File: src/rtl/autosym_pkg.sv
// Shared types for the autosymmetric PLA evaluator: FSM states, config targets,
// cube record and a constant clog2 helper.
package autosym_pkg;

  // Cube records are sized for the widest supported instance; unused high bits stay zero.
  localparam int AS_MAX_K = 32;
  localparam int AS_MAX_M = 8;

  typedef enum logic [1:0] {IDLE, PROJ, SCAN, DONE} state_e;

  localparam logic [1:0] CFG_CUBE = 2'd0;
  localparam logic [1:0] CFG_PROJ = 2'd1;
  localparam logic [1:0] CFG_CNT  = 2'd2;

  typedef struct packed {
    logic [AS_MAX_K-1:0] care;
    logic [AS_MAX_K-1:0] val;
    logic [AS_MAX_M-1:0] out;
  } cube_t;

  function automatic int clog2(input int v);
    int r;
    r = 0;
    while ((1 << r) < v) r = r + 1;
    return r;
  endfunction

endpackage

File: src/rtl/autosym_pla_eval_if.sv
// Input/output valid-ready handshakes of the PLA evaluator.
interface autosym_pla_eval_if #(
  parameter int N_IN  = 15,
  parameter int M_OUT = 1
);
  logic             in_valid;
  logic             in_ready;
  logic [N_IN-1:0]  in_x;
  logic             out_valid;
  logic             out_ready;
  logic [M_OUT-1:0] out_y;

  modport master (output in_valid, in_x, out_ready, input in_ready, out_valid, out_y);
  modport slave  (input in_valid, in_x, out_ready, output in_ready, out_valid, out_y);
endinterface

File: src/rtl/autosym_cube_match.sv
// Combinational match of P cubes against z; returns the OR of out fields of
// every enabled cube whose cared literals all agree with z.
module autosym_cube_match
  import autosym_pkg::*;
#(
  parameter int K = 8,
  parameter int P = 1
) (
  input  logic [K-1:0]        z,
  input  cube_t [P-1:0]       cubes,
  input  logic [P-1:0]        en,
  output logic [AS_MAX_M-1:0] hit
);
  logic [AS_MAX_K-1:0]         z_ext;
  logic [P-1:0][AS_MAX_M-1:0]  lane_out;

  assign z_ext = AS_MAX_K'(z);

  for (genvar p = 0; p < P; p++) begin : g_lane
    assign lane_out[p] = (en[p] && (((z_ext ^ cubes[p].val) & cubes[p].care) == '0))
                         ? cubes[p].out : '0;
  end

  always_comb begin
    hit = '0;
    for (int p = 0; p < P; p++) hit = hit | lane_out[p];
  end
endmodule

File: src/rtl/autosym_pla_eval.sv
// Sequential evaluator y = f_r(A*x): GF(2) projection then a P-cubes-per-cycle SOP scan.
// Build option AUTOSYM_PROJ_EN: programmable projection rows; otherwise z = x[K-1:0].
module autosym_pla_eval
  import autosym_pkg::*;
#(
  parameter int N_IN          = 15,
  parameter int K             = 8,
  parameter int M_OUT         = 1,
  parameter int N_CUBES       = 64,
  parameter int CUBES_PER_CYC = 1
) (
  input  logic                       clk,
  input  logic                       rst_n,
  input  logic                       cfg_we,
  input  logic [1:0]                 cfg_sel,
  input  logic [clog2(N_CUBES)-1:0]  cfg_addr,
  input  logic [K-1:0]               cfg_care,
  input  logic [K-1:0]               cfg_val,
  input  logic [M_OUT-1:0]           cfg_out,
  input  logic [clog2(N_CUBES):0]    cfg_cnt,
  output logic                       cfg_err,
  autosym_pla_eval_if.slave          io
);
  localparam int AW = clog2(N_CUBES);
  localparam int CW = AW + 1;
  localparam int P  = CUBES_PER_CYC;
  // Lanes above M_OUT are forced to one so the early-exit test only sees real outputs.
  localparam logic [AS_MAX_M-1:0] OUT_MASK = {AS_MAX_M{1'b1}} >> (AS_MAX_M - M_OUT);

`ifdef AUTOSYM_PROJ_EN
  localparam int XW = N_IN;
  localparam int KA = clog2(K);
`else
  localparam int XW = K;
`endif

  state_e              state_q, state_d;
  logic [CW-1:0]       n_active_q, n_active_d;
  logic [CW-1:0]       idx_q, idx_d;
  logic [M_OUT-1:0]    acc_q, acc_d;
  logic [K-1:0]        z_q, z_d, proj_z;
  logic [XW-1:0]       x_q, x_d;
  logic                cfg_err_q, cfg_err_d;
  logic                cfg_ok, cube_we, cnt_we, proj_legal;
  cube_t               cube_mem [N_CUBES];
  cube_t [P-1:0]       lane_cube;
  logic  [P-1:0]       lane_en;
  logic [AS_MAX_M-1:0] hit, acc_wide;
  logic                scan_full, scan_end;

`ifdef AUTOSYM_PROJ_EN
  logic [N_IN-1:0] proj_mem [K];
  logic            proj_we;

  // Rows beyond K have no storage, so such writes are rejected like an illegal target.
  assign proj_legal = (cfg_sel == CFG_PROJ) && (int'(cfg_addr) < K);
  assign proj_we    = cfg_ok && (cfg_sel == CFG_PROJ);

  always_comb begin
    proj_z = '0;
    for (int k = 0; k < K; k++) proj_z[k] = ^(proj_mem[k] & x_q);
  end

  always_ff @(posedge clk) begin
    if (proj_we) proj_mem[cfg_addr[KA-1:0]] <= N_IN'({cfg_care, cfg_val, cfg_out});
  end
`else
  assign proj_legal = 1'b0;
  assign proj_z     = x_q;
`endif

  // Configuration only lands while idle so an evaluation never sees a half-written table.
  always_comb begin
    cfg_ok    = cfg_we && (state_q == IDLE) &&
                ((cfg_sel == CFG_CUBE) || (cfg_sel == CFG_CNT) || proj_legal);
    cfg_err_d = cfg_we && !cfg_ok;
    cube_we   = cfg_ok && (cfg_sel == CFG_CUBE);
    cnt_we    = cfg_ok && (cfg_sel == CFG_CNT);
    n_active_d = n_active_q;
    if (cnt_we) n_active_d = (cfg_cnt > CW'(N_CUBES)) ? CW'(N_CUBES) : cfg_cnt;
  end

  always_comb begin
    for (int j = 0; j < P; j++) begin
      lane_cube[j] = cube_mem[idx_q[AW-1:0] + AW'(j)];
      lane_en[j]   = (idx_q + CW'(j)) < n_active_q;
    end
  end

  autosym_cube_match #(.K(K), .P(P)) u_match (
    .z     (z_q),
    .cubes (lane_cube),
    .en    (lane_en),
    .hit   (hit)
  );

  assign acc_wide  = AS_MAX_M'(acc_q) | hit;
  assign scan_full = &(acc_wide | ~OUT_MASK);
  assign scan_end  = ({1'b0, idx_q} + (CW+1)'(P)) >= {1'b0, n_active_q};

  always_comb begin
    state_d = state_q;
    acc_d   = acc_q;
    idx_d   = idx_q;
    z_d     = z_q;
    x_d     = x_q;
    case (state_q)
      IDLE: if (io.in_valid) begin
        x_d     = io.in_x[XW-1:0];
        state_d = PROJ;
      end
      PROJ: begin
        z_d     = proj_z;
        acc_d   = '0;
        idx_d   = '0;
        state_d = (n_active_q == '0) ? DONE : SCAN;
      end
      SCAN: begin
        acc_d = acc_wide[M_OUT-1:0];
        if (scan_end || scan_full) state_d = DONE;
        else                       idx_d   = idx_q + CW'(P);
      end
      DONE: if (io.out_ready) state_d = IDLE;
      default: state_d = IDLE;
    endcase
  end

  always_ff @(posedge clk or negedge rst_n) begin
    if (!rst_n) begin
      state_q    <= IDLE;
      n_active_q <= '0;
      idx_q      <= '0;
      acc_q      <= '0;
      cfg_err_q  <= 1'b0;
    end else begin
      state_q    <= state_d;
      n_active_q <= n_active_d;
      idx_q      <= idx_d;
      acc_q      <= acc_d;
      cfg_err_q  <= cfg_err_d;
    end
  end

  always_ff @(posedge clk) begin
    x_q <= x_d;
    z_q <= z_d;
    if (cube_we)
      cube_mem[cfg_addr] <= '{care: AS_MAX_K'(cfg_care), val: AS_MAX_K'(cfg_val),
                              out: AS_MAX_M'(cfg_out)};
  end

  assign io.in_ready  = (state_q == IDLE);
  assign io.out_valid = (state_q == DONE);
  assign io.out_y     = acc_q;
  assign cfg_err      = cfg_err_q;
endmodule

File: src/flat_wrapper.sv
// flat-port wrapper written by rule: the top's interface ports become plain ports
module autosym_pla_eval_flat import autosym_pkg::*;
#(
  parameter int N_IN          = 15,
  parameter int K             = 8,
  parameter int M_OUT         = 1,
  parameter int N_CUBES       = 64,
  parameter int CUBES_PER_CYC = 1
)
  (clk, rst_n, cfg_we, cfg_sel, cfg_addr, cfg_care, cfg_val, cfg_out, cfg_cnt, cfg_err, io_in_valid, io_in_x, io_out_ready, io_in_ready, io_out_valid, io_out_y);
  autosym_pla_eval_if #(.N_IN(N_IN), .M_OUT(M_OUT)) io_i ();
  input  logic clk;
  input  logic rst_n;
  input  logic cfg_we;
  input  logic [1:0] cfg_sel;
  input  logic [clog2(N_CUBES)-1:0] cfg_addr;
  input  logic [K-1:0] cfg_care;
  input  logic [K-1:0] cfg_val;
  input  logic [M_OUT-1:0] cfg_out;
  input  logic [clog2(N_CUBES):0] cfg_cnt;
  output logic cfg_err;
  input wire logic [$bits(io_i.in_valid)-1:0] io_in_valid;
  input wire logic [$bits(io_i.in_x)-1:0] io_in_x;
  input wire logic [$bits(io_i.out_ready)-1:0] io_out_ready;
  output wire logic [$bits(io_i.in_ready)-1:0] io_in_ready;
  output wire logic [$bits(io_i.out_valid)-1:0] io_out_valid;
  output wire logic [$bits(io_i.out_y)-1:0] io_out_y;
  assign io_i.in_valid = io_in_valid;
  assign io_i.in_x = io_in_x;
  assign io_i.out_ready = io_out_ready;
  assign io_in_ready = io_i.in_ready;
  assign io_out_valid = io_i.out_valid;
  assign io_out_y = io_i.out_y;
  autosym_pla_eval #(.N_IN(N_IN), .K(K), .M_OUT(M_OUT), .N_CUBES(N_CUBES), .CUBES_PER_CYC(CUBES_PER_CYC)) u_core (.clk(clk), .rst_n(rst_n), .cfg_we(cfg_we), .cfg_sel(cfg_sel), .cfg_addr(cfg_addr), .cfg_care(cfg_care), .cfg_val(cfg_val), .cfg_out(cfg_out), .cfg_cnt(cfg_cnt), .cfg_err(cfg_err), .io(io_i));
endmodule
File: config.mk
export PLATFORM = sky130hd
export DESIGN_NAME = autosym_pla_eval_flat
export DESIGN_NICKNAME = d
export VERILOG_FILES = /design/src/rtl/autosym_pkg.sv /design/src/rtl/autosym_pla_eval_if.sv /design/src/rtl/autosym_cube_match.sv /design/src/rtl/autosym_pla_eval.sv /design/src/flat_wrapper.sv
export SDC_FILE = /design/constraint.sdc
export NUM_CORES = 1
export LEC_CHECK = 0
export ABC_AREA = 1
export BUFFER_PORTS_ARGS = -buffer_cell sky130_fd_sc_hd__buf_2
export CAP_MARGIN = 10
export CORE_AREA = 2 2 424 300
export DETAILED_ROUTE_END_ITERATION = 10
export DIE_AREA = 0 0 426 302
export HOLD_SLACK_MARGIN = 0.08
export PLACE_DENSITY_LB_ADDON = 0.15
export SLEW_MARGIN = 20
export SYNTH_ARGS = -nofsm -noshare
export SYNTH_HDL_FRONTEND = slang
export SYNTH_MEMORY_MAX_BITS = 65536
export SYNTH_SLANG_ARGS = --single-unit
File: constraint.sdc
create_clock -name clk -period 3.1 [get_ports clk]
set_clock_uncertainty 0.2 [all_clocks]
set_input_delay 0.775 -clock clk [delete_from_list [all_inputs] [get_ports clk]]
set_output_delay 0.775 -clock clk [all_outputs]
set_load 0.02 [all_outputs]
---- After elaboration in Yosys (flattened, before gate mapping) ----
Memories as Yosys holds them, arrays and structs flattened.
Cells that the tools add are included.
Widths: inputs -> output; s select.
storage, ports and cells
  bits in writable memories ............... 1,088
  input bits .............................. 52
  latch bits .............................. 0
  memories kept ........................... 1
  word-level logic and storage cells ...... 53
  bits in registers ....................... 34
  memory bits (read-only) ................. 0
operators by class
  equal/unequal tests ..................... 8
  reductions and logical operators ........ 17
  bitwise operators ....................... 3
  shift-type cells ........................ 0
  $mul .................................... 0
  muxes and demuxes ....................... 12
  $lt $le $gt $ge ......................... 3
  add/subtract/negate cells ............... 2
  divide/modulo/power cells ............... 0
memories
  memory           depth  bits a word  rd ports  clocked after memory_dff  wr ports  line                    text
  u_core.cube_mem  64     17           1         0                         1         autosym_pla_eval.sv:45  cube_t cube_mem [N_CUBES];
operators by type and width
  kind                 count
  $and 32x32->32       1
  $logic_not 32->1     1
  $xor 8x32->32        1
  $mux 7               2
  $pmux 7 s2           1
  $add 7x1->8 const B  1
  $ge 8x7->1           1
  $pmux 2 s4           1
  $add 7x1->7 const B  1
  $gt 7x7->1 const B   1
  $logic_not 7->1      1
  $lt 7x7->1           1
  $eq 2x2->1 const B   3
  $logic_and 1x1->1    6
  $mux 2               3
  $ne 2x2->1 const B   3
  $logic_not 2->1      2
  $mux 1               4
  $reduce_and 2->1     2
  $reduce_and 3->1     1
  $eq 2x1->1 const B   1
  $logic_or 1x1->1     2
  $ne 2x1->1 const B   1
  $pmux 1 s2           1
  other kinds (3)      3

---- Logic depth before layout (Yosys ltp) ----
Gate-level depths: netlist of the first run.
An unclocked memory read counts as a cell.
  depth in word-level cells ............... 10
  mapped depth ............................ 23
  gate-level depth less buffers ........... 21

---- By module ----
A second synthesis of the first run with hierarchy kept.
second synthesis, totals
  cells, all modules ...................... 3,995
  area, all modules ....................... 46,619.7 um^2
by module, submodules not included
  module              area each (um^2)  sequential area each (um^2)  instances  cells an instance
  autosym_pla_eval    46,114.2          33,602.2                     1          3,885
  autosym_cube_match  505.5             0.0                          1          110

---- Least setup slack after synthesis of the first run ----
No wires, ideal clock.
  path type ............................... register to register
  start ................................... reg u_core.state_q[0]
  end ..................................... mem u_core.cube_mem[0][0] in the netlist's numbering, enable pin
  slack ................................... -0.327 ns
  buffers on the path ..................... 0
  arrival ................................. 2.837 ns
  stages on the path, launching flop included .. 7
  period minus slack after synthesis ...... 3.427 ns
  data required time ...................... 2.509 ns
  cell sequence ........................... dfrtp_1 > inv_1 > ha_1 > inv_1 > nor4_1 > nand4_1 > nor2_1
on the way
  word-level cells in the longest chain between the ends .. 6
ends and longest elaborated chain
  what                             line                     text
  start, declared                  autosym_pla_eval.sv:37   state_e state_q, state_d;
  start signal, assigned           autosym_pla_eval.sv:136  state_q <= state_d;
  $logic_not 2->1                  --
  via io_in_ready                  flat_wrapper.sv:25       output wire logic [$bits(io_i.in_ready)-1:0] io_in_ready;
  $logic_and 1x1->1 (2 in series)  autosym_pla_eval.sv:74   cfg_ok = cfg_we && (state_q == IDLE) &&
  $logic_and 1x1->1                autosym_pla_eval.sv:77   cube_we = cfg_ok && (cfg_sel == CFG_CUBE);
  $mux 1                           autosym_pla_eval.sv:147  if (cube_we)
  $mux 1 (implied by the code)     autosym_pla_eval.sv:148  cube_mem[cfg_addr] <= '{care: AS_MAX_K'(cfg_care), val: AS_MAX_K'(cfg_val),
  end, declared                    autosym_pla_eval.sv:45
The timed path passes the listed nets, and every way through them passes these cells.

---- Final worst setup path of the first run ----
  start ................................... reg u_core.idx_q[0]
  end ..................................... reg u_core.state_q[1]
on the way
  word-level cells in the longest chain between the ends .. 10
  elaborated cells on any way between the ends .. 13
  classes of those cells .................. add/sub (1); order compare (2); eq/ne (1); mux (1); bitwise (3); reduce/logical (4); memory (1)
ends and longest elaborated chain
  what                                   line                      text
  start, declared                        autosym_pla_eval.sv:39    logic [CW-1:0] idx_q, idx_d;
  start signal, assigned                 autosym_pla_eval.sv:138   idx_q <= idx_d;
  $mem_v2 64x17                          --
  $xor 8x32->32                          autosym_cube_match.sv:20  assign lane_out[p] = (en[p] && (((z_ext ^ cubes[p].val) & cubes[p].care) == '0))
  $and 32x32->32                         autosym_cube_match.sv:20
  $logic_not 32->1                       autosym_cube_match.sv:20
  $logic_and 1x1->1                      autosym_cube_match.sv:20
  $mux 1                                 autosym_cube_match.sv:21  ? cubes[p].out : '0;
  $or 1x1->1                             autosym_pla_eval.sv:97    assign acc_wide = AS_MAX_M'(acc_q) | hit;
  $logic_or 1x1->1 (*)                   autosym_pla_eval.sv:120   if (scan_end || scan_full) state_d = DONE;
  $ne 2x1->1 (no source line) (*)        --
  $reduce_and 3->1 (no source line) (*)  --
Every way passes the cells marked *; elsewhere a longest branch is shown, timed or not.
A chain may end at the register's enable or synchronous reset.

==> results of run 1 <==
==> report_power, final <==
group / leakage [nW] / switching [mW] / internal [mW] / total, mW
Clock: 1.62 / 5.80 / 6.86 / 12.7
Combinational: 9.21 / 10.2 / 6.35 / 16.6
Sequential: 10.2 / 0.147 / 16.8 / 17.0
==> placed cells by master (no fill, tap or decap), types with 12 or more instances in the layout <==
master / Yosys / final
buf_12: 0 / 140
nand3_1: 861 / 705
edfxtp_1: 1104 / 1104
clkinv_1: 1 / 28
o21ai_0: 16 / 12
clkinv_2: 0 / 20
buf_16: 0 / 20
clkbuf_16: 0 / 123
buf_4: 43 / 198
nor2_2: 1 / 54
buf_6: 6 / 26
dfrtp_1: 18 / 14
dlygate4sd3_1: 0 / 17
inv_1: 53 / 52
o211ai_1: 13 / 13
nor2_1: 89 / 30
nand3_2: 1 / 129
buf_2: 137 / 48
nand2_2: 2 / 22
a21oi_2: 1 / 22
a21oi_1: 72 / 51
nand3_4: 0 / 29
ha_1: 19 / 18
nand2_1: 1319 / 1296
clkbuf_1: 27 / 29
==> stage by stage <==
| step | utilization | worst slack [ns] | std cells |
|---|---|---|---|
| 3_3_place_gp | 0.411 | -0.222 | 5670 |
| 4_1_cts | 0.447 | -0.0105 | 5917 |
| 6_report | 0.460 | 0.0413 | 5957 |
| 2_1_floorplan | - | -0.0550 | 3843 |
| 5_1_grt | 0.460 | -0.0988 | 5955 |
| 3_5_place_dp | 0.411 | -0.245 | 5670 |
==> synth_stat cells <==
master and number:
buf_6 6, inv_2 1, buf_2 137, o211ai_1 13
inv_1 53, o21ai_0 16, a21boi_0 15, nand2_2 2
nor2_2 1, nand3b_1 1, xor2_1 5, a21oi_2 1
edfxtp_1 1104, buf_4 43, nand3_1 861, o31ai_1 1
nand3_2 1, clkbuf_1 27, buf_1 15, dfrtp_1 18
nand2_1 1319, nor3_1 3, o41ai_1 1, o22ai_1 4
ha_1 19, nand4_1 9, nor4_1 1, nor2_1 89
inv_4 3, nor4_2 1, clkinv_1 1, a21oi_1 72
==> cells by family after synthesis <==
group	after synthesis
AOI/OAI and AO/OA	123
buffers and inverters	286
xor gates and xnor gates	5
DFF	1122
and+or+nand+nor	2288
adders and majority gates	19
==> area by class of cell <==
type                            instances  share of cell area
Multi-Input combinational cell       2436               0.210
Clock inverter                         58             0.00742
Tap cell                             1665              0.0362
Inverter                               58             0.00446
Timing Repair Buffer                  471               0.106
Antenna cell                            2           0.0000871
Timing Repair inverter                  4             0.00131
Clock buffer                          141              0.0501
Sequential cell                      1122               0.585
==> registers in the layout, indices dropped and copies added, names as in the netlist <==
register and cells:
u_core.io.out_y 1, u_core.state_q 2, u_core.n_active_q 7, u_core.cube_mem 1088, u_core.cfg_err 1, u_core.proj_z 8, u_core.z_q 8, u_core.idx_q 7
==> metal layers <==
layer / GRT usage / vias to the layer above
li1: - / 14300
met1: 0.356 / 15400
met3: 0.0323 / 178
met5: 0 / -
met4: 0.0565 / 0
met2: 0.321 / 986
==> path summary, 6_finish.rpt <==
kind,slack [ns],endpoint,start
worst max-delay path,0.04,u_core.state_q[1]$_DFFE_PN0P_,u_core.idx_q[0]$_DFFE_PN0P_
min in group asynchronous,0.32,u_core.idx_q[5]$_DFFE_PN0P_,rst_n
worst min register to register,0.21,u_core.z_q[7]$_DFFE_PP_,u_core.proj_z[7]$_DFFE_PP_
max in group asynchronous,2.04,u_core.idx_q[0]$_DFFE_PN0P_,rst_n
worst min-delay path,0.18,u_core.n_active_q[0]$_DFFE_PN0P_,cfg_cnt[6]
worst max register to register,0.04,u_core.state_q[1]$_DFFE_PN0P_,u_core.idx_q[0]$_DFFE_PN0P_
==> timing repair <==
item,4_1_cts,5_1_grt
hold buffers,17,0
resized for setup,107,220
endpoints found under the setup margin,10,10
pin swaps,14,59
hold endpoints to repair,33,0
cloned,15,17
buffers inserted,16,24
==> worst max-delay path: cells and delay by family, from the launching register on <==
family,cells,cell delay (ns)
AOI/OAI and AO/OA,1,0.13
buffers and inverters,4,0.70
DFF,1,0.53
and+or+nand+nor,15,1.38
==> metrics.txt, run 1 <==
Post-Route WL 147,000 microns; RD Place Congestion around 0.91; Worst-Margin Slew slightly below 0.8 ns; Mapped Area 45,800 sq um; port buffer count between 40 and 50; RSZ-0062 raised after global routing true; Simple-Gate Fraction of Synth Area 0.212; Fillers 11,400; Slew headroom 0.476; Initial Util 0.366; Yosys Warn Count 0; final setup fails 0; Synth cell types 32; CTS tree yes; ANT nets after route 0; Sum Neg Setup Slack 0 ns; adder-cell share of the synthesized area 0.00519; largest net degree at the start of global routing 65; max-slew violations 0; net count after synthesis between 3,000 and 4,000; top cells by area, synth edfxtp_1 72%, nand2_1 11%, nand3_1 9.4%, buf_2 1.5%, dfrtp_1 0.98%; main combinational cell family by area after synthesis simple AND/OR/NAND/NOR gates; mux share of post-synthesis cell area 0; die area 129,000 sq um; die span in x about 430 microns; global-route wire length before repair about 210,000 microns; Layout area overhead 25.6%; synthesis-stage register bit count about 1,100; Arr. time, crit path approximately 3.5 ns; WL/cell between 20 and 25 microns; ratio of cells with drive above 1 in the final layout 0.205; Leakage Power about 21 nW; CP peak stage delay roughly 0.53 ns; clk slew on worst S/H paths roughly 0.06 ns; drt first-iter violations 3,298; All-Layer GR Usage 0.225; # clock sinks about 1,100; fin nets between 4,000 and 5,000; root buffer cell clkbuf_16; Worst Setup End Kind flip-flop; most frequent cell on the critical path nand2_1; XOR/XNOR share of the synthesized area 0.000957; clk_lat worst skew around 0.74 ns; Syn Inst Count between 3,000 and 4,000; register area roughly 34,000 sq um; multi-input logic area around 12,000 sq um; metal3 WL between 9000 and 10,000 microns; met1 WL 71,800 microns; DPL Wire Length approximately 90,000 microns; syn avg cell area between 10 and 15 sq um; CTS max path bufs 3; sequential share of the synthesized area 0.734; cell type with the largest total area after synthesis edfxtp_1; clock buffer count from CTS 109; DRC 0; Hold Slack about 0.18 ns; hold crit path type input pin to flip-flop; dpl cell area about 51,000 sq um; Fin. Hold Viols 0; total core area about 120,000 sq um; Startpoint Class flip-flop; power per cell area between 800 and 900 nW/um^2; num ports 56; status finished, final reports clean; post-synthesis compound-gate area fraction 0.0153; Max Used Layer met4; routed vias 30,900; vias in the first global route ~29,000; CP Class flip-flop to flip-flop; Post-Layout Inst Area 57,500 sq um; maxcap violations 0; Die Ht 302 microns; Tot Pwr around 46 mW; Met2 Wirelength 62,700 microns; vias per inst 5.18; worst-path cell chain buf_12 > buf_16 > buf_16 > buf_16 > nand2_1 > nand2_1 > a21oi_2 > nand3_1 > nand3_4 > nand3_2 > nand2_1 > nand2_1 > nand3_2 > nand2_2 > nor2_4 > nand2_4 > nand3_4 > nand2_2 > nand2_1 > nand2_1; worst vdd ir ~0.00046 V; Critical Path RT between 3 and 4 ns; FF-to-FF path depth 20; H-Tree Depth 3; final worst path period share 0.987; Overflow after GRT 0; FP Rows 109; Worst path slowest cell dfrtp_4; Max Freq ~330 MHz; DRT Pass-1 Iters 6; Synth top area share 0.724; final worst path period need between 3 and 4 ns; antenna violations before repair 4; critical path fanouts, max 22; hold path cells 4
Power figures use the tool's default switching activity.
==> run 2, diff against run 1 <==
==> constraint.sdc (replaced) <==
create_clock -name clk -period 3.82 [get_ports clk]
set_clock_uncertainty 0.2 [all_clocks]
set_input_delay 0.955 -clock clk [delete_from_list [all_inputs] [get_ports clk]]
set_output_delay 0.955 -clock clk [all_outputs]
set_load 0.02 [all_outputs]
==> run 2 against run 1 <==
- design area down 8.1%
- worst hold slack better by 0.0097 ns
- core utilization down 3.7 points
- setup slack better by 0.21 ns
- via count down 3.3%
- first-iteration DRC count up 6.9%
- routed wire length down 4.8%
- maximum frequency down 14%
==> metrics.txt, run 2 (synthesized netlist as in run 1, its figures left out) <==
Worst-Margin Slew 1.11 ns (+0.319 ns); final core utilization 0.423 (-0.0374); Hold Slack 0.193 ns (+0.00966 ns); DRC 0 (unchanged); num ports 56 (unchanged); total core area 125,000 sq um (unchanged); RSZ-0062 raised after global routing false; max-slew violations 0 (unchanged); combinational share of power 0.294 (-0.064); CTS tree yes; Leakage Power 19.0 nW (-9.3%); met3 Usage GRT 0.0406 (+0.00830); Non-Filler Instances 5,760 (-3.3%); DPL Wire Length 85,700 microns (-2.2%); die span in x 426 microns (unchanged); largest net degree at the start of global routing 76 (+17%); Slew headroom 0.263 (-0.213); WP buf/inv 2 (-2); Post-Route WL 140,000 microns (-4.8%); GR Util met2 0.310 (-0.0109); final worst path period share 0.934 (-0.0529); clk slew on worst S/H paths 0.06 ns (about the same); Die Ht 302 microns (unchanged); Worst Setup End Kind flip-flop; status finished, final reports clean; Sw Share 0.349 (-0.000616); Tot Pwr 34.8 mW (-25%); DRT Pass-1 Iters 6 (unchanged); worst-path cell chain inv_16 > buf_12 > nand2_1 > nand3_1 > nand3_1 > nand3_1 > nand3_1 > nand3_1 > nand3b_1 > a21oi_1 > nand2_1 > nor2_1 > nand2_1 > nand3_2 > nand2_2 > nand2_1 > nand2_1; All-Layer GR Usage 0.218 (-0.00707); Critical Path RT 4.24 ns (+0.72 ns); Startpoint Class flip-flop; hold crit path type input pin to flip-flop; final setup fails 0 (unchanged); Max Freq 280 MHz (-14%); clock buffer count from CTS 111 (+1.8%); Worst path slowest cell dfrtp_4; Placed Cells 5,558 (-2.0%); Sequential Power Share 0.397 (+0.029); root buffer cell clkbuf_16; H-Tree Depth 3 (unchanged); die area 129,000 sq um (unchanged); highest-count cells in the layout ignoring fill and taps 1,319 x nand2_1, 1,104 x edfxtp_1, 860 x nand3_1, 183 x buf_4, 112 x clkbuf_16; CP peak stage delay 0.62 ns (+0.09 ns); port buffer count 48 (unchanged); vias in the first global route 27,500 (-3.8%); power per cell area 660 nW/um^2 (-18%); Clk pwr share 0.309 (+0.035); met1 Use GR 0.342 (-0.0142); # clock sinks 1,122 (unchanged); max reg flops 1,088 (unchanged); ANT nets after route 0 (unchanged); antenna violations before repair 9 (+5); maxcap violations 0 (unchanged); Net Sw Power 12.2 mW (-25%); Fin. Hold Viols 0 (unchanged); commonest non-fill, non-tap cell in the layout nand2_1; critical path fanouts, max 40 (+82%); routed vias 29,900 (-3.3%); Initial Util 0.366 (unchanged); Layout area overhead 15.4%; clk_lat worst skew 0.73 ns (about the same); drt first-iter violations 3,526 (+6.9%); WL/cell 24.4 microns (-1.6%); Overflow after GRT 0 (unchanged); Arr. time, crit path 3.99 ns (+0.51 ns); fin nets 4,078 (-4.6%); final worst path period need 3.57 ns (+0.508 ns); CP Class flip-flop to flip-flop; RD Place Congestion 0.876 (-3.2%); gr busiest metal met1; CTS max path bufs 3 (unchanged); vias per inst 5.19 (about the same); worst vdd ir 0.000411 V (-9.8%); Pint 22.7 mW (-25%); ratio of cells with drive above 1 in the final layout 0.116 (-0.0893); crit-path leading delay family simple AND/OR/NAND/NOR gates; register bank with the most flops u_core.cube_mem; Sum Neg Setup Slack 0 ns (unchanged); global-route wire length before repair 201,000 microns (-3.3%); FP Rows 109 (unchanged)
[run 2: changes by cell type in the layout (fill, tap and decap cells not counted), sizes merged]
cell         previous run  this run
dlygate4sd3            17         1
bufbuf                  4         0
bufinv                  4         9
diode                   2         3
buf                   436       278
clkbuf                155       144
clkinv                 54        40
clkinvlp                0         1
nand3                 863       862
[run 2: per-stage QoR]
step | instance area, sq um | setup WS [ns]
6_report | 52800 | 0.253
5_1_grt | 52800 | 0.0142
4_1_cts | 52800 | 0.265
3_5_place_dp | 49300 | 0.286
3_3_place_gp | 49300 | 0.317
2_1_floorplan | 45800 | 0.330
[run 2: worst paths after layout]
path / from / slack [ns] / to / depth (start not counted)
setup / recovery: u_core.idx_q[0]$_DFFE_PN0P_ / 0.25 / u_core.state_q[1]$_DFFE_PN0P_ / 17
hold / removal: io_in_x[6] / 0.19 / u_core.proj_z[6]$_DFFE_PP_ / 1
setup reg to reg: u_core.idx_q[0]$_DFFE_PN0P_ / 0.25 / u_core.state_q[1]$_DFFE_PN0P_ / 17
hold reg to reg: u_core.proj_z[5]$_DFFE_PP_ / 0.20 / u_core.z_q[5]$_DFFE_PP_ / 0
max in group asynchronous: rst_n / 2.57 / u_core.idx_q[2]$_DFFE_PN0P_ / 2
min in group asynchronous: rst_n / 0.50 / u_core.n_active_q[1]$_DFFE_PN0P_ / 2
[run 2: worst register-to-register path, stage by stage (launching register included)]
cell and delay [ns]:
dfrtp_4 0.62, inv_16 0.23, buf_12 0.32, nand2_1 0.11, nand3_1 0.08, nand3_1 0.10
nand3_1 0.33, nand3_1 0.32, nand3_1 0.17, nand3b_1 0.08, a21oi_1 0.14, nand2_1 0.07
nor2_1 0.19, nand2_1 0.10, nand3_2 0.21, nand2_2 0.08, nand2_1 0.06, nand2_1 0.05
[run 2: routing by layer]
| metal | vias up | routed length (microns) |
|---|---|---|
| met5 | - | 0 |
| met4 | 0 | 3020 |
| met3 | 174 | 10600 |
| met2 | 983 | 58500 |
| met1 | 14800 | 68200 |
| li1 | 13900 | - |
[run 2: what timing repair did]
item	CTS	global route
resized for setup	0	2
setup endpoints to repair	0	2
hold buffers	1	0
setup buffers	0	0
hold endpoints to repair	18	0
[run 2: power by group through the flow]
| stage | clock network [mW] | logic [mW] | registers [mW] |
|---|---|---|---|
| 6_report | 10.8 | 10.2 | 13.8 |
| 3_5_place_dp | 0 | 10.2 | 14.1 |
| 4_1_cts | 11.0 | 10.2 | 13.8 |
| 3_3_place_gp | 0 | 10.2 | 14.1 |
| 2_1_floorplan | 0 | 5.81 | 14.0 |
| 5_1_grt | 11.4 | 11.2 | 13.8 |
[run 2: cell type report]
cell class | instances | area, sq um
inverters | 58 | 246
fillers | 11700 | 72100
flip-flops and latches | 1122 | 33600
clock buffers | 144 | 2960
multi-input cells | 2435 | 10800
well taps | 1665 | 2080
repair buffers | 279 | 2560
diodes | 3 | 7.51
clock inverters | 54 | 518
